$ cat src/rtl/mem_stage_pkg.sv
// Shared types for the memory-access/writeback stage: FSM states, op-kind
// classification of an incoming execute op, and reset constants.
package mem_stage_pkg;

  typedef enum logic {
    ST_IDLE,
    ST_BUSY
  } state_t;

  typedef enum logic [1:0] {
    OP_ALU,
    OP_LOAD,
    OP_STORE,
    OP_ILLEGAL
  } op_kind_t;

  localparam state_t RST_STATE = ST_IDLE;
  localparam logic   RST_FLAG  = 1'b0;

  // Decide what the stage does with an op: register-only, load, store or abort.
  // Alignment only matters for ops that actually touch memory.
  function automatic op_kind_t classify(input logic       rd,
                                        input logic       wr,
                                        input logic [1:0] addr_lo);
    if (rd && wr)            return OP_ILLEGAL;
    if (!rd && !wr)          return OP_ALU;
    if (addr_lo != 2'b00)    return OP_ILLEGAL;
    return rd ? OP_LOAD : OP_STORE;
  endfunction

endpackage

$ cat src/rtl/mem_wb_stage_if.sv
// Bus bundle for mem_wb_stage: execute handshake, data-memory request/ack and
// register-file writeback. master = the stage, slave = its environment.
interface mem_wb_stage_if #(
  parameter int ADDR_W    = 32,
  parameter int DATA_W    = 32,
  parameter int REG_IDX_W = 3
);
  logic                 ex_valid;
  logic                 ex_ready;
  logic [DATA_W:0]      ex_result;
  logic [REG_IDX_W-1:0] ex_dest_reg;
  logic                 ex_w_enable;
  logic                 ex_mem_read;
  logic                 ex_mem_write;
  logic [ADDR_W-1:0]    ex_mem_addr;
  logic [DATA_W-1:0]    ex_mem_wdata;

  logic                 dmem_req;
  logic                 dmem_we;
  logic [ADDR_W-1:0]    dmem_addr;
  logic [DATA_W-1:0]    dmem_wdata;
  logic [DATA_W-1:0]    dmem_rdata;
  logic                 dmem_ack;

  logic                 wb_valid;
  logic                 wb_w_enable;
  logic [REG_IDX_W-1:0] wb_dest_reg;
  logic [DATA_W-1:0]    wb_data;
  logic                 mem_err;

  modport master (
    input  ex_valid, ex_result, ex_dest_reg, ex_w_enable, ex_mem_read,
           ex_mem_write, ex_mem_addr, ex_mem_wdata, dmem_rdata, dmem_ack,
    output ex_ready, dmem_req, dmem_we, dmem_addr, dmem_wdata,
           wb_valid, wb_w_enable, wb_dest_reg, wb_data, mem_err
  );

  modport slave (
    output ex_valid, ex_result, ex_dest_reg, ex_w_enable, ex_mem_read,
           ex_mem_write, ex_mem_addr, ex_mem_wdata, dmem_rdata, dmem_ack,
    input  ex_ready, dmem_req, dmem_we, dmem_addr, dmem_wdata,
           wb_valid, wb_w_enable, wb_dest_reg, wb_data, mem_err
  );
endinterface

$ cat src/rtl/mem_timeout_ctr.sv
// Counts BUSY cycles without a memory ack; expired is asserted combinationally
// in the cycle that would bring the count to TIMEOUT_CYCLES, so the request is
// held for exactly TIMEOUT_CYCLES cycles before the abort takes effect.
module mem_timeout_ctr #(
  parameter int unsigned TIMEOUT_CYCLES = 16
) (
  input  logic clk,
  input  logic rst_n,
  input  logic clear,
  input  logic enable,
  output logic expired
);
  localparam int unsigned    CW   = $clog2(TIMEOUT_CYCLES + 1);
  localparam logic [CW-1:0]  LAST = CW'(TIMEOUT_CYCLES - 1);
  localparam logic [CW-1:0]  TOP  = CW'(TIMEOUT_CYCLES);

  logic [CW-1:0] count_q;

  // Cycle counter: cleared on entry to BUSY, saturates at TIMEOUT_CYCLES.
  always_ff @(posedge clk or negedge rst_n) begin
    if (!rst_n)                         count_q <= '0;
    else if (clear)                     count_q <= '0;
    else if (enable && count_q != TOP)  count_q <= count_q + CW'(1);
  end

  assign expired = enable && (count_q == LAST);
endmodule

$ cat src/rtl/mem_wb_stage.sv
// Memory-access/writeback stage. ALU/move ops go straight to writeback; loads
// and stores run one request on the data-memory bus and stall execute until
// acknowledged. Optional abort of a stuck access under `MEM_TIMEOUT_EN.
// Interface parameters must match the module's ADDR_W/DATA_W/REG_IDX_W.
module mem_wb_stage
  import mem_stage_pkg::*;
#(
  parameter int          ADDR_W         = 32,
  parameter int          DATA_W         = 32,
  parameter int          REG_IDX_W      = 3,
  parameter int unsigned TIMEOUT_CYCLES = 16
) (
  input  logic            clk,
  input  logic            rst_n,
  mem_wb_stage_if.master  bus
);
  state_t               state_q, state_d;
  op_kind_t             kind;
  logic                 req_q, req_d;
  logic                 we_q, we_d;
  logic [ADDR_W-1:0]    addr_q, addr_d;
  logic [DATA_W-1:0]    wdata_q, wdata_d;
  logic [REG_IDX_W-1:0] pend_dest_q, pend_dest_d;
  logic                 wb_valid_q, wb_valid_d;
  logic                 wb_we_q, wb_we_d;
  logic [REG_IDX_W-1:0] wb_dest_q, wb_dest_d;
  logic [DATA_W-1:0]    wb_data_q, wb_data_d;
  logic                 err_q, err_d;
  logic                 mem_accept;
  logic                 timeout_hit;
  logic                 unused_carry;

  assign unused_carry = bus.ex_result[DATA_W];
  assign kind         = classify(bus.ex_mem_read, bus.ex_mem_write, bus.ex_mem_addr[1:0]);
  assign mem_accept   = (state_q == ST_IDLE) && bus.ex_valid &&
                        ((kind == OP_LOAD) || (kind == OP_STORE));

`ifdef MEM_TIMEOUT_EN
  mem_timeout_ctr #(
    .TIMEOUT_CYCLES(TIMEOUT_CYCLES)
  ) u_timeout (
    .clk     (clk),
    .rst_n   (rst_n),
    .clear   (mem_accept),
    .enable  ((state_q == ST_BUSY) && !bus.dmem_ack),
    .expired (timeout_hit)
  );
`else
  localparam int unsigned unused_timeout = TIMEOUT_CYCLES;
  assign timeout_hit = 1'b0;
`endif

  // State register.
  always_ff @(posedge clk or negedge rst_n) begin
    if (!rst_n) state_q <= RST_STATE;
    else        state_q <= state_d;
  end

  // Next state and next registered outputs.
  always_comb begin
    state_d     = state_q;
    req_d       = req_q;
    we_d        = we_q;
    addr_d      = addr_q;
    wdata_d     = wdata_q;
    pend_dest_d = pend_dest_q;
    wb_valid_d  = 1'b0;
    wb_we_d     = 1'b0;
    wb_dest_d   = wb_dest_q;
    wb_data_d   = wb_data_q;
    err_d       = 1'b0;
    unique case (state_q)
      ST_IDLE: begin
        if (bus.ex_valid) begin
          unique case (kind)
            OP_ALU: begin
              wb_valid_d = 1'b1;
              wb_we_d    = bus.ex_w_enable;
              wb_dest_d  = bus.ex_dest_reg;
              wb_data_d  = bus.ex_result[DATA_W-1:0];
            end
            OP_ILLEGAL: begin
              wb_valid_d = 1'b1;
              err_d      = 1'b1;
              wb_dest_d  = bus.ex_dest_reg;
              wb_data_d  = '0;
            end
            default: begin
              state_d     = ST_BUSY;
              req_d       = 1'b1;
              we_d        = (kind == OP_STORE);
              addr_d      = bus.ex_mem_addr;
              wdata_d     = bus.ex_mem_wdata;
              pend_dest_d = bus.ex_dest_reg;
            end
          endcase
        end
      end
      ST_BUSY: begin
        if (req_q && bus.dmem_ack) begin
          state_d    = ST_IDLE;
          req_d      = 1'b0;
          wb_valid_d = 1'b1;
          wb_we_d    = !we_q;
          wb_dest_d  = pend_dest_q;
          wb_data_d  = we_q ? '0 : bus.dmem_rdata;
        end else if (timeout_hit) begin
          state_d    = ST_IDLE;
          req_d      = 1'b0;
          wb_valid_d = 1'b1;
          err_d      = 1'b1;
          wb_dest_d  = pend_dest_q;
          wb_data_d  = '0;
        end
      end
      default: state_d = ST_IDLE;
    endcase
  end

  // Registered bus and writeback outputs.
  always_ff @(posedge clk or negedge rst_n) begin
    if (!rst_n) begin
      req_q       <= RST_FLAG;
      we_q        <= RST_FLAG;
      addr_q      <= '0;
      wdata_q     <= '0;
      pend_dest_q <= '0;
      wb_valid_q  <= RST_FLAG;
      wb_we_q     <= RST_FLAG;
      wb_dest_q   <= '0;
      wb_data_q   <= '0;
      err_q       <= RST_FLAG;
    end else begin
      req_q       <= req_d;
      we_q        <= we_d;
      addr_q      <= addr_d;
      wdata_q     <= wdata_d;
      pend_dest_q <= pend_dest_d;
      wb_valid_q  <= wb_valid_d;
      wb_we_q     <= wb_we_d;
      wb_dest_q   <= wb_dest_d;
      wb_data_q   <= wb_data_d;
      err_q       <= err_d;
    end
  end

  assign bus.ex_ready    = (state_q == ST_IDLE);
  assign bus.dmem_req    = req_q;
  assign bus.dmem_we     = we_q;
  assign bus.dmem_addr   = addr_q;
  assign bus.dmem_wdata  = wdata_q;
  assign bus.wb_valid    = wb_valid_q;
  assign bus.wb_w_enable = wb_we_q;
  assign bus.wb_dest_reg = wb_dest_q;
  assign bus.wb_data     = wb_data_q;
  assign bus.mem_err     = err_q;
endmodule

$ cat src/flat_wrapper.sv
// flat-port wrapper written by rule: the top's interface ports become plain ports
module mem_wb_stage_flat import mem_stage_pkg::*;
#(
  parameter int          ADDR_W         = 32,
  parameter int          DATA_W         = 32,
  parameter int          REG_IDX_W      = 3,
  parameter int unsigned TIMEOUT_CYCLES = 16
)
  (clk, rst_n, bus_ex_valid, bus_ex_result, bus_ex_dest_reg, bus_ex_w_enable, bus_ex_mem_read, bus_ex_mem_write, bus_ex_mem_addr, bus_ex_mem_wdata, bus_dmem_rdata, bus_dmem_ack, bus_ex_ready, bus_dmem_req, bus_dmem_we, bus_dmem_addr, bus_dmem_wdata, bus_wb_valid, bus_wb_w_enable, bus_wb_dest_reg, bus_wb_data, bus_mem_err);
  mem_wb_stage_if #(.ADDR_W(ADDR_W), .DATA_W(DATA_W), .REG_IDX_W(REG_IDX_W)) bus_i ();
  input  logic clk;
  input  logic rst_n;
  input wire logic [$bits(bus_i.ex_valid)-1:0] bus_ex_valid;
  input wire logic [$bits(bus_i.ex_result)-1:0] bus_ex_result;
  input wire logic [$bits(bus_i.ex_dest_reg)-1:0] bus_ex_dest_reg;
  input wire logic [$bits(bus_i.ex_w_enable)-1:0] bus_ex_w_enable;
  input wire logic [$bits(bus_i.ex_mem_read)-1:0] bus_ex_mem_read;
  input wire logic [$bits(bus_i.ex_mem_write)-1:0] bus_ex_mem_write;
  input wire logic [$bits(bus_i.ex_mem_addr)-1:0] bus_ex_mem_addr;
  input wire logic [$bits(bus_i.ex_mem_wdata)-1:0] bus_ex_mem_wdata;
  input wire logic [$bits(bus_i.dmem_rdata)-1:0] bus_dmem_rdata;
  input wire logic [$bits(bus_i.dmem_ack)-1:0] bus_dmem_ack;
  output wire logic [$bits(bus_i.ex_ready)-1:0] bus_ex_ready;
  output wire logic [$bits(bus_i.dmem_req)-1:0] bus_dmem_req;
  output wire logic [$bits(bus_i.dmem_we)-1:0] bus_dmem_we;
  output wire logic [$bits(bus_i.dmem_addr)-1:0] bus_dmem_addr;
  output wire logic [$bits(bus_i.dmem_wdata)-1:0] bus_dmem_wdata;
  output wire logic [$bits(bus_i.wb_valid)-1:0] bus_wb_valid;
  output wire logic [$bits(bus_i.wb_w_enable)-1:0] bus_wb_w_enable;
  output wire logic [$bits(bus_i.wb_dest_reg)-1:0] bus_wb_dest_reg;
  output wire logic [$bits(bus_i.wb_data)-1:0] bus_wb_data;
  output wire logic [$bits(bus_i.mem_err)-1:0] bus_mem_err;
  assign bus_i.ex_valid = bus_ex_valid;
  assign bus_i.ex_result = bus_ex_result;
  assign bus_i.ex_dest_reg = bus_ex_dest_reg;
  assign bus_i.ex_w_enable = bus_ex_w_enable;
  assign bus_i.ex_mem_read = bus_ex_mem_read;
  assign bus_i.ex_mem_write = bus_ex_mem_write;
  assign bus_i.ex_mem_addr = bus_ex_mem_addr;
  assign bus_i.ex_mem_wdata = bus_ex_mem_wdata;
  assign bus_i.dmem_rdata = bus_dmem_rdata;
  assign bus_i.dmem_ack = bus_dmem_ack;
  assign bus_ex_ready = bus_i.ex_ready;
  assign bus_dmem_req = bus_i.dmem_req;
  assign bus_dmem_we = bus_i.dmem_we;
  assign bus_dmem_addr = bus_i.dmem_addr;
  assign bus_dmem_wdata = bus_i.dmem_wdata;
  assign bus_wb_valid = bus_i.wb_valid;
  assign bus_wb_w_enable = bus_i.wb_w_enable;
  assign bus_wb_dest_reg = bus_i.wb_dest_reg;
  assign bus_wb_data = bus_i.wb_data;
  assign bus_mem_err = bus_i.mem_err;
  mem_wb_stage #(.ADDR_W(ADDR_W), .DATA_W(DATA_W), .REG_IDX_W(REG_IDX_W), .TIMEOUT_CYCLES(TIMEOUT_CYCLES)) u_core (.clk(clk), .rst_n(rst_n), .bus(bus_i));
endmodule
$ cat config.mk
export PLATFORM = sky130hd
export DESIGN_NAME = mem_wb_stage_flat
export DESIGN_NICKNAME = d
export VERILOG_FILES = /design/src/rtl/mem_stage_pkg.sv /design/src/rtl/mem_wb_stage_if.sv /design/src/rtl/mem_timeout_ctr.sv /design/src/rtl/mem_wb_stage.sv /design/src/flat_wrapper.sv
export SDC_FILE = /design/constraint.sdc
export NUM_CORES = 1
export LEC_CHECK = 0
export ABC_AREA = 1
export CORE_AREA = 2 2 112 136
export CTS_BUF_LIST = sky130_fd_sc_hd__clkbuf_4 sky130_fd_sc_hd__clkbuf_8
export DETAILED_ROUTE_END_ITERATION = 8
export DIE_AREA = 0 0 114 138
export PLACE_DENSITY = 0.73
export SLEW_MARGIN = 10
export SYNTH_ARGS = -nofsm -noshare
export SYNTH_HDL_FRONTEND = slang
export SYNTH_HIERARCHICAL = 1
export SYNTH_SLANG_ARGS = --single-unit
$ cat constraint.sdc
create_clock -name clk -period 2.8 [get_ports clk]
set_input_delay 0.7 -clock clk [delete_from_list [all_inputs] [get_ports clk]]
set_output_delay 0.7 -clock clk [all_outputs]
set_load 0.01 [all_outputs]
Yosys cells after proc, flatten, opt, wreduce, memory -nomap -nowiden
Cells that the tools add are included.
- reduce and logical (&&, ||, !) cells: 13
- bitwise gates (word level): 2
- muxes and demuxes: 41
- eq/ne operators: 7
- operator list (operator ; count):
    $pmux W32 S2 ; 2
    $mux W32 ; 3
    $mux W1 ; 20
    $mux W2 ; 7
    $reduce_and A3 Y1 ; 4
    $pmux W1 S2 ; 5
    $mux W3 ; 3
    $ne A2 B2 Y1 const B ; 4
    $pmux W3 S2 ; 1
    $eq A2 B2 Y1 const B ; 2
    $logic_and A1 B1 Y1 ; 3
    $logic_not A1 Y1 ; 3
    $ne A3 B1 Y1 const B ; 1
    $logic_not A2 Y1 ; 1
    $not A1 Y1 ; 2
    $reduce_bool A2 Y1 ; 1
    $reduce_or A2 Y1 ; 1
- word-level logic and storage cells: 74
- output and inout port bits: 105
- flip-flop bits (word level): 108

Longest topological paths before layout
Gate-level depths: netlist of the first run.
- word-level depth: 14
- depth in mapped cells: 10
- depth with buffers taken out: 9

Worst setup path after synthesis of the first run
Ideal clock, no wire load.
- path kind: in2reg
- start point: input port bus_ex_mem_read
- end point: register u_core.addr_q[10], in the netlist u_core/bus.dmem_addr[10]
- library setup time: 117 ps
- data required time: 2683 ps
- setup slack: 890 ps
- cell stages on the path: 7
- buffers on the path: 2
- arrival time: 1793 ps
- path through: inv_1 > o21ai_0 > ha_1 > buf_2 > buf_4 > nand3_2 > nand2_1
- cells in the longest elaborated chain, start to end: 11
- elaborated cells on any way between the ends: 17
- classes of those cells: eq/ne (1); mux (9); bitwise (1); reduce/logical (6)
- ends and longest elaborated chain (element ; line ; source):
    from (decl) ; flat_wrapper.sv:17 ; input wire logic [$bits(bus_i.ex_mem_read)-1:0] bus_ex_mem_read;
    $logic_not A1 Y1 ; mem_stage_pkg.sv:26 ; if (!rd && !wr) return OP_ALU;
    $logic_and A1 B1 Y1 ; mem_stage_pkg.sv:26 ;
    $mux W2 ; mem_stage_pkg.sv:26 ;
    $mux W2 ; mem_stage_pkg.sv:27 ; if (addr_lo != 2'b00) return OP_ILLEGAL;
    $mux W2 ; mem_stage_pkg.sv:28 ; return rd ? OP_LOAD : OP_STORE;
    $mux W2 ; mem_stage_pkg.sv:27 ;
    $mux W2 (*) ; mem_stage_pkg.sv:26 ;
    $eq A2 B2 Y1 or $logic_not A2 Y1 (tied branches) ; mem_wb_stage.sv:75 ; unique case (kind)
    $reduce_or A2 Y1 (no source line) (*) ; -- ;
    $not A1 Y1 (no source line) (*) ; -- ;
    $reduce_and A3 Y1 (no source line) (*) ; -- ;
    to (signal assigned) ; mem_wb_stage.sv:136 ; addr_q <= addr_d;
    to (decl) ; mem_wb_stage.sv:21 ; logic [ADDR_W-1:0] addr_q, addr_d;
Mark *: on every way between the ends. The rest lies on a longest branch, timed or not. The select of a mux whose other input is x is not followed.
A chain may end at the register's enable or synchronous reset.

Worst setup path in the final report of the first run
- start point: input port bus_ex_mem_addr[1]
- end point: register u_core.wb_data_q[11], in the netlist u_core/bus.wb_data[11]
- cells in the longest elaborated chain, start to end: 11
- elaborated cells on any way between the ends: 15
- classes of those cells: eq/ne (2); mux (10); reduce/logical (3)
- ends and longest elaborated chain (element ; line ; source):
    from (decl) ; flat_wrapper.sv:19 ; input wire logic [$bits(bus_i.ex_mem_addr)-1:0] bus_ex_mem_addr;
    $reduce_bool A2 Y1 (*) ; mem_stage_pkg.sv:27 ;
    $mux W1 (2 in series) ; mem_stage_pkg.sv:27 ;
    $mux W1 ; mem_stage_pkg.sv:26 ;
    $mux W2 (*) ; mem_stage_pkg.sv:28 ;
    $mux W2 (*) ; mem_stage_pkg.sv:27 ;
    $mux W2 (*) ; mem_stage_pkg.sv:26 ;
    $eq A2 B2 Y1 or $logic_not A2 Y1 (tied branches) ; mem_wb_stage.sv:75 ;
    $pmux W32 S2 ; mem_wb_stage.sv:75 ;
    $mux W32 ; mem_wb_stage.sv:74 ; if (bus.ex_valid) begin
    $pmux W32 S2 ; mem_wb_stage.sv:72 ; unique case (state_q)
    to (signal assigned) ; mem_wb_stage.sv:142 ; wb_data_q <= wb_data_d;
    to (decl) ; mem_wb_stage.sv:27 ; logic [DATA_W-1:0] wb_data_q, wb_data_d;
Marks and branches as above.

==> results of run 1 <==
worst max-delay path by stage:
stage / end / slack [ns] / cells past startpoint
2_1_floorplan: u_core/bus.dmem_addr[10]$_DFFE_PN0P_ / 0.89 / 7
3_3_place_gp: u_core/bus.wb_data[23]$_DFFE_PN0P_ / 0.12 / 9
3_5_place_dp: u_core/bus.wb_data[17]$_DFFE_PN0P_ / 0.08 / 9
4_1_cts: u_core/bus.wb_data[17]$_DFFE_PN0P_ / 0.48 / 9
5_1_grt: u_core/bus.wb_data[3]$_DFFE_PN0P_ / 0.28 / 9
6_report: u_core/bus.wb_data[11]$_DFFE_PN0P_ / 0.45 / 9
cells by family (layout without fill, tap and decap cells):
kind of cell / Yosys count / count (layout)
and+or+nand+nor: 420 / 420
DFF: 108 / 108
buffers and inverters: 52 / 280
AOI/OAI and AO/OA: 9 / 9
adders and majority gates: 3 / 3
other: 0 / 1
layer usage:
metal | global-route usage, % | vias to the layer above | part of all wire (%)
li1 | - | 2333 | -
met1 | 22.4 | 2159 | 42
met2 | 28.9 | 171 | 48
met3 | 5.17 | 17 | 8.9
met4 | 5.78 | 0 | 1.6
met5 | 0 | - | 0
layout make-up:
class / instances / area, um^2 / area share (%)
sequential: 108 / 2700 / 34.8
timing repair buffer: 253 / 2590 / 33.4
antenna: 1 / 2.50 / 0.0322
multi-input combinational: 432 / 1950 / 25.1
clock inverter: 6 / 111 / 1.44
clock buffer: 10 / 138 / 1.77
inverter: 11 / 46.3 / 0.597
tap: 178 / 223 / 2.87
cell usage in the layout (no fill, tap or decap):
cell,count
o21ai_0,5
ha_1,2
clkbuf_8,10
nand2_1,277
nor2_8,1
clkinv_4,1
buf_4,5
o31ai_1,1
o21ai_1,3
inv_1,9
nor2_1,2
nand3_1,123
nand2_2,1
ha_2,1
nand3_2,10
clkinv_2,1
inv_4,2
nand3_4,1
bufinv_16,3
dfrtp_1,108
clkdlybuf4s50_1,241
nand2_4,4
buf_12,7
clkinvlp_4,1
diode_2,1
nand3b_1,1
power groups by stage:
stage	logic [mW]	clock network (mW)	registers [mW]
2_1_floorplan	1.47	0	3.00
3_3_place_gp	3.73	0	2.67
3_5_place_dp	3.77	0	2.68
4_1_cts	3.78	1.20	2.67
5_1_grt	4.06	1.27	2.75
6_report	3.73	1.15	2.66
through the flow:
step	utilization (%)	worst slack [ns]	cells
after floorplan	-	0.890	592
after global placement	51.5	0.120	982
after detailed placement	51.5	0.0812	982
after CTS	53.2	0.476	998
after global routing	53.2	0.281	998
final	53.2	0.452	999
==> impl_metrics.prom, run 1 <==
# TYPE chip_impl_metric gauge
chip_impl_metric{name="pin_count_of_the_biggest_net_entering_global_routing",unit=""} 65
chip_impl_metric{name="setup_total_negative_slack",unit="ns"} 0
chip_impl_metric{name="mappedNetlistNets",unit=""} 734
chip_impl_metric{name="numPortBuffers",unit=""} 242
chip_impl_metric{name="power_switching",unit="mW"} 2.77
chip_impl_metric{name="rows",unit=""} 49
chip_impl_metric{name="intPower",unit="mW"} 4.77
chip_impl_metric{name="final_area",unit="um^2"} 7760
chip_impl_metric{name="postRouteWirelength",unit="um"} 14400
chip_impl_info{name="cts_tree",value="built"} 1
chip_impl_info{name="crit-reg2reg-launch",value="u_core/state_q$_DFF_PN0_"} 1
chip_impl_metric{name="seq_area_frac_synth",unit="%"} 54.4
chip_impl_info{name="grt_setup_unrepaired",value="no"} 1
chip_impl_metric{name="final_layout_size_suffix_gt1_share",unit="%"} 5.85
chip_impl_metric{name="combinationalPowerShare",unit="%"} 49.5
chip_impl_metric{name="number_of_sinks_on_the_clock_net",unit=""} 108
chip_impl_info{name="crit_path_frequent_cell",value="nand2_1"} 1
chip_impl_metric{name="postCtsResizedCells",unit=""} 0
chip_impl_metric{name="drt_drc_violations_left",unit=""} 0
chip_impl_metric{name="synth_largest_type_area_fraction",unit="%"} 54.4
chip_impl_metric{name="power_density",unit="nW/um^2"} 972
chip_impl_metric{name="path_clk_slew",unit="ns"} 0.10
chip_impl_metric{name="die-height",unit="um"} 138
chip_impl_metric{name="via_count",unit=""} 4680
chip_impl_info{name="r2r-end",value="u_core/bus.wb_data[11]$_DFFE_PN0P_"} 1
chip_impl_info{name="hp-class",value="in2async"} 1
chip_impl_metric{name="synth_compound_area_share",unit="%"} 0.957
chip_impl_metric{name="swShare",unit="%"} 36.8
chip_impl_metric{name="clk_latency_worst_skew_pair",unit="ns"} 0.37
chip_impl_metric{name="number_of_global_route_vias_before_repair",unit=""} 4336
chip_impl_metric{name="replace_congestion",unit=""} 0.779
chip_impl_info{name="cp_startpoint",value="bus_ex_mem_addr[1]"} 1
chip_impl_metric{name="power_frac_clock",unit="%"} 15.3
chip_impl_metric{name="post-dp-hpwl",unit="um"} 10200
chip_impl_info{name="worstSetupStartpointType",value="primary input"} 1
chip_impl_metric{name="leakage_power_summed_over_all_cells",unit="nW"} 3.78
chip_impl_metric{name="reg2reg_slack",unit="ns"} 0.75
chip_impl_metric{name="synthMuxAreaShare",unit="%"} 0
chip_impl_metric{name="yosys.area_share.adder",unit="%"} 0.756
chip_impl_metric{name="grt_remaining_overflow",unit=""} 0
chip_impl_info{name="cts-root-buf",value="clkbuf_8"} 1
chip_impl_metric{name="maxSlewHeadroom",unit="%"} 47.5
chip_impl_metric{name="worst_ir_drop_vdd",unit="mV"} 0.455
chip_impl_info{name="synth_top_family_by_area",value="simple AND/OR/NAND/NOR gates"} 1
chip_impl_metric{name="firstDrtPassIters",unit=""} 4
chip_impl_metric{name="grt_pass1_wl",unit="um"} 22300
chip_impl_metric{name="fin_skew",unit="ns"} 0.00649
chip_impl_metric{name="synth-async-reset-ratio",unit="%"} 100
chip_impl_metric{name="drv.max_cap_violation_count",unit=""} 0
chip_impl_metric{name="final-hold-violation-count",unit=""} 0
chip_impl_metric{name="final-setup-viol-count",unit=""} 0
chip_impl_metric{name="synth_edf_count",unit=""} 0
chip_impl_metric{name="initial_utilization",unit="%"} 34.0
chip_impl_info{name="crit_family",value="simple AND/OR/NAND/NOR gates"} 1
chip_impl_metric{name="grt.total_usage",unit="%"} 17.6
chip_impl_metric{name="report.power.total",unit="mW"} 7.54
chip_impl_info{name="post_synth_main_area_contributors",value="dfrtp_1, nand2_1, nand3_1, buf_2, nand3_2"} 1
chip_impl_metric{name="mappedNetlistArea",unit="um^2"} 4970
chip_impl_metric{name="synth_cells",unit=""} 592
chip_impl_metric{name="synth_simple_gate_area_share",unit="%"} 37.4
chip_impl_metric{name="synthDistinctLibCells",unit=""} 22
chip_impl_metric{name="number_of_buffers_inserted_by_post_cts_setup_repair",unit=""} 0
chip_impl_metric{name="clock.fmax",unit="MHz"} 426
chip_impl_metric{name="finalMaxSlewViolations",unit=""} 0
chip_impl_metric{name="chipWidth",unit="um"} 114
chip_impl_info{name="timing.critical_path.cells",value="clkdlybuf4s50_1 > nor2_1 > o21ai_0 > ha_2 > nor2_8 > nand2_2 > nand2_4 > nand2_1 > nand2_1"} 1
chip_impl_metric{name="layout_min_cycle_time",unit="ns"} 2.35
chip_impl_metric{name="route.antenna.remaining_nets",unit=""} 0
chip_impl_metric{name="ys_warn_count",unit=""} 6
chip_impl_metric{name="dieArea",unit="um^2"} 15700
chip_impl_info{name="critPathCaptureType",value="register"} 1
chip_impl_metric{name="slowest_delay",unit="ns"} 0.48
chip_impl_metric{name="number_of_design_rule_violations_left_by_the_first_detailed_router_iteration",unit=""} 377
chip_impl_info{name="synth.most_common_cell",value="nand2_1"} 1
chip_impl_metric{name="fin_crit_sh",unit="%"} 83.8
chip_impl_info{name="synth_common_cells",value="nand2_1, nand3_1, dfrtp_1, buf_2, nand3_2"} 1
chip_impl_metric{name="io_pins",unit=""} 244
chip_impl_metric{name="cts_max_path_buffers",unit=""} 2
chip_impl_metric{name="antenna_found_initial",unit=""} 1
chip_impl_metric{name="detail_route.wl_per_cell",unit="um"} 14.4
chip_impl_info{name="critical_path.slowest_cell",value="clkdlybuf4s50_1"} 1
chip_impl_metric{name="ctsHtreeMaxLevel",unit=""} 3
chip_impl_metric{name="hold_slack",unit="ns"} 0.338
chip_impl_metric{name="worst_slew_pin_slew",unit="ns"} 0.786
chip_impl_metric{name="design.final.nets",unit=""} 957
chip_impl_metric{name="placed_cell_area",unit="um^2"} 7510
chip_impl_metric{name="design.core.area",unit="um^2"} 14600
chip_impl_metric{name="timing.critical_path.required",unit="ns"} 3.07
chip_impl_info{name="status",value="completed"} 1
chip_impl_metric{name="cts-buffers-inserted",unit=""} 9
chip_impl_info{name="worstSetupPathType",value="in2reg"} 1
chip_impl_metric{name="critPathBufInv",unit=""} 1
chip_impl_metric{name="postSynthAreaPerCell",unit="um^2"} 8.39
chip_impl_metric{name="worst-r2r-cell-count",unit=""} 6
chip_impl_metric{name="synth-xor-area-share",unit="%"} 0
chip_impl_metric{name="crit_arrival",unit="ns"} 2.62
chip_impl_metric{name="cts.hold.buffers_added",unit=""} 0
chip_impl_info{name="ys.flop_type",value="dfrtp_1"} 1
chip_impl_metric{name="layout-area-overhead-vs-synth",unit="%"} 56.2
chip_impl_metric{name="num-fill-cells",unit=""} 1368
chip_impl_info{name="yosysTopAreaCell",value="dfrtp_1"} 1
chip_impl_metric{name="synth-seq-cells",unit=""} 108
chip_impl_metric{name="share_seq_of_total_power",unit="%"} 35.3
chip_impl_metric{name="worstPathMaxFanout",unit=""} 32
chip_impl_metric{name="routed_via_density",unit=""} 4.68
No activity file was read; power rests on OpenSTA's default activity.
==> run 2, diff against run 1 <==
--- a/config.mk
+++ b/config.mk
@@ -10,7 +10,7 @@
 export CTS_BUF_LIST = sky130_fd_sc_hd__clkbuf_4 sky130_fd_sc_hd__clkbuf_8
 export DETAILED_ROUTE_END_ITERATION = 8
 export DIE_AREA = 0 0 114 138
-export PLACE_DENSITY = 0.73
+export PLACE_DENSITY = 0.76
 export SLEW_MARGIN = 10
 export SYNTH_ARGS = -nofsm -noshare
 export SYNTH_HDL_FRONTEND = slang
==> constraint.sdc (replaced) <==
create_clock -name clk -period 2 [get_ports clk]
set_input_delay 0.5 -clock clk [delete_from_list [all_inputs] [get_ports clk]]
set_output_delay 0.5 -clock clk [all_outputs]
set_load 0.01 [all_outputs]
==> run 2 against run 1 <==
Net effect:
- sequential share of layout area is 0.63 points lower
- first-iteration DRC count is 27% lower
- register-to-register slack worse by 0.39 ns
- critical path depth is 8 lower
- highest routed layer unchanged
- die area stayed put
- via count is 2.5% higher
==> impl_metrics.prom, run 2 (same netlist as run 1, synthesis figures left out) <==
# TYPE chip_impl_metric gauge
chip_impl_info{name="crit_family",value="buffers and inverters"} 1
chip_impl_metric{name="pin_count_of_the_biggest_net_entering_global_routing",unit=""} 109
chip_impl_info{name="worstSetupStartpointType",value="register"} 1
chip_impl_metric{name="cp_num_cells",unit=""} 1
chip_impl_info{name="crit-reg2reg-launch",value="u_core/state_q$_DFF_PN0_"} 1
chip_impl_metric{name="drv.max_cap_violation_count",unit=""} 0
chip_impl_metric{name="postCtsResizedCells",unit=""} 1
chip_impl_metric{name="ctsHtreeMaxLevel",unit=""} 3
chip_impl_metric{name="numPortBuffers",unit=""} 242
chip_impl_metric{name="route.antenna.remaining_nets",unit=""} 0
chip_impl_metric{name="via_count",unit=""} 4797
chip_impl_metric{name="cts_max_path_buffers",unit=""} 2
chip_impl_info{name="critical_path.slowest_cell",value="clkdlybuf4s50_1"} 1
chip_impl_metric{name="design.final.nets",unit=""} 971
chip_impl_info{name="most-common-layout-cells",value="nand2_1, clkdlybuf4s50_1, nand3_1, dfrtp_1, buf_12"} 1
chip_impl_metric{name="leakage_power_summed_over_all_cells",unit="nW"} 3.85
chip_impl_metric{name="worst_slew_pin_slew",unit="ns"} 0.626
chip_impl_metric{name="layout-area-overhead-vs-synth",unit="%"} 59.1
chip_impl_metric{name="cts-buffers-inserted",unit=""} 9
chip_impl_metric{name="fin_skew",unit="ns"} 0.0119
chip_impl_metric{name="firstDrtPassIters",unit=""} 6
chip_impl_metric{name="timing.critical_path.required",unit="ns"} 1.50
chip_impl_metric{name="layoutNonFillerInstCount",unit=""} 1012
chip_impl_info{name="worstSetupPathType",value="reg2out"} 1
chip_impl_info{name="status",value="completed"} 1
chip_impl_info{name="grt_setup_unrepaired",value="no"} 1
chip_impl_metric{name="number_of_design_rule_violations_left_by_the_first_detailed_router_iteration",unit=""} 274
chip_impl_metric{name="drt_drc_violations_left",unit=""} 0
chip_impl_info{name="hp-class",value="in2async"} 1
chip_impl_info{name="cts-root-buf",value="clkbuf_8"} 1
chip_impl_metric{name="critPathBufInv",unit=""} 1
chip_impl_metric{name="final-setup-viol-count",unit=""} 0
chip_impl_metric{name="detail_route.wl_per_cell",unit="um"} 14.3
chip_impl_metric{name="clk_latency_worst_skew_pair",unit="ns"} 0.37
chip_impl_metric{name="numPlacedInstances",unit=""} 996
chip_impl_metric{name="crit_arrival",unit="ns"} 1.43
chip_impl_info{name="cts_tree",value="built"} 1
chip_impl_metric{name="power_density",unit="nW/um^2"} 1330
chip_impl_metric{name="die-height",unit="um"} 138
chip_impl_metric{name="number_of_global_route_vias_before_repair",unit=""} 4560
chip_impl_metric{name="rows",unit=""} 49
chip_impl_metric{name="grt_pass1_wl",unit="um"} 22400
chip_impl_metric{name="swShare",unit="%"} 37.1
chip_impl_metric{name="initial_utilization",unit="%"} 34.0
chip_impl_metric{name="post-dp-hpwl",unit="um"} 10400
chip_impl_metric{name="final_layout_size_suffix_gt1_share",unit="%"} 7.44
chip_impl_metric{name="setup_total_negative_slack",unit="ns"} 0
chip_impl_info{name="cp_startpoint",value="u_core/bus.dmem_req$_DFFE_PN0P_"} 1
chip_impl_metric{name="dieArea",unit="um^2"} 15700
chip_impl_metric{name="design.core.area",unit="um^2"} 14600
chip_impl_metric{name="worst_ir_drop_vdd",unit="mV"} 0.676
chip_impl_metric{name="slowest_delay",unit="ns"} 0.60
chip_impl_metric{name="power_switching",unit="mW"} 3.90
chip_impl_metric{name="routed_via_density",unit=""} 4.74
chip_impl_metric{name="share_seq_of_total_power",unit="%"} 35.6
chip_impl_metric{name="path_clk_slew",unit="ns"} 0.10
chip_impl_metric{name="layout_min_cycle_time",unit="ns"} 1.93
chip_impl_info{name="r2r-end",value="u_core/bus.wb_data[19]$_DFFE_PN0P_"} 1
chip_impl_metric{name="postLayoutCoreUtil",unit="%"} 54.2
chip_impl_metric{name="grt_remaining_overflow",unit=""} 0
chip_impl_metric{name="grt.total_usage",unit="%"} 17.7
chip_impl_metric{name="combinationalPowerShare",unit="%"} 51.5
chip_impl_metric{name="power_frac_clock",unit="%"} 12.9
chip_impl_metric{name="postRouteWirelength",unit="um"} 14400
chip_impl_metric{name="number_of_buffers_inserted_by_post_cts_setup_repair",unit=""} 0
chip_impl_metric{name="finalMaxSlewViolations",unit=""} 0
chip_impl_metric{name="io_pins",unit=""} 244
chip_impl_metric{name="cts.hold.buffers_added",unit=""} 0
chip_impl_info{name="layout.cells.most_common",value="nand2_1"} 1
chip_impl_metric{name="maxSlewHeadroom",unit="%"} 58.3
chip_impl_metric{name="number_of_sinks_on_the_clock_net",unit=""} 108
chip_impl_metric{name="reg2reg_slack",unit="ns"} 0.36
chip_impl_metric{name="clock.fmax",unit="MHz"} 517
chip_impl_metric{name="fin_crit_sh",unit="%"} 96.7
chip_impl_metric{name="worst-r2r-cell-count",unit=""} 7
chip_impl_metric{name="worstPathMaxFanout",unit=""} 4
chip_impl_metric{name="replace_congestion",unit=""} 0.751
chip_impl_info{name="timing.critical_path.cells",value="clkdlybuf4s50_1"} 1
chip_impl_metric{name="antenna_found_initial",unit=""} 0
chip_impl_metric{name="final-hold-violation-count",unit=""} 0
chip_impl_metric{name="intPower",unit="mW"} 6.61
chip_impl_metric{name="chipWidth",unit="um"} 114
chip_impl_info{name="critPathCaptureType",value="output port"} 1
## run 2: cell count changes in the layout (fill, tap and decap cells not counted)
| cell | change |
|---|---|
| buf_12 | +7 |
| o21ai_1 | +1 |
| bufinv_16 | -2 |
| clkinv_4 | -1 |
| o21ai_0 | -2 |
| o21ai_2 | +1 |
| clkbuf_4 | +1 |
| buf_4 | +7 |
| clkinvlp_4 | +1 |
## run 2: per-layer routing
metal	up-vias	track usage [%]	wire length (um)
met5	-	0	0
met4	0	6.68	294
met3	21	4.87	1270
met2	190	30.7	6950
met1	2227	20.8	5920
li1	2359	-	-
## run 2: layout make-up
cell class	count	area, um^2
fillers	1358	6690
clock buffers	11	145
inverters	11	46.3
well taps	178	223
flip-flops and latches	108	2700
multi-input cells	432	1950
diodes	1	2.50
clock inverters	4	50.0
repair buffers	267	2780
## run 2: power by group through the flow
stage | combinational (mW) | sequential, mW | clock, mW
after floorplan | 2.05 | 4.20 | 0
after global placement | 5.40 | 3.76 | 0
after detailed placement | 5.48 | 3.77 | 0
after CTS | 5.49 | 3.76 | 1.41
after global routing | 5.88 | 3.87 | 1.50
final | 5.42 | 3.75 | 1.35
## run 2: worst max-delay path by stage
stage / to / slack [ns]
global route: bus_dmem_req / 0.001
global placement: u_core/bus.wb_data[22]$_DFFE_PN0P_ / -0.36
detailed placement: u_core/bus.wb_data[21]$_DFFE_PN0P_ / -0.44
floorplan: u_core/bus.dmem_addr[10]$_DFFE_PN0P_ / 0.29
finish: bus_dmem_req / 0.07
CTS: u_core/bus.wb_data[19]$_DFFE_PN0P_ / 0.02
## run 2: metrics by stage
step	power [mW]	setup slack (ns)	area [um^2]	hold slack [ns]
after floorplan	6.25	0.290	4970	0.204
after global placement	9.16	-0.364	7700	0.453
after detailed placement	9.25	-0.445	7700	0.457
after CTS	10.7	0.0193	7900	0.199
after global routing	11.3	0.00106	7900	0.235
final	10.5	0.0653	7900	0.160
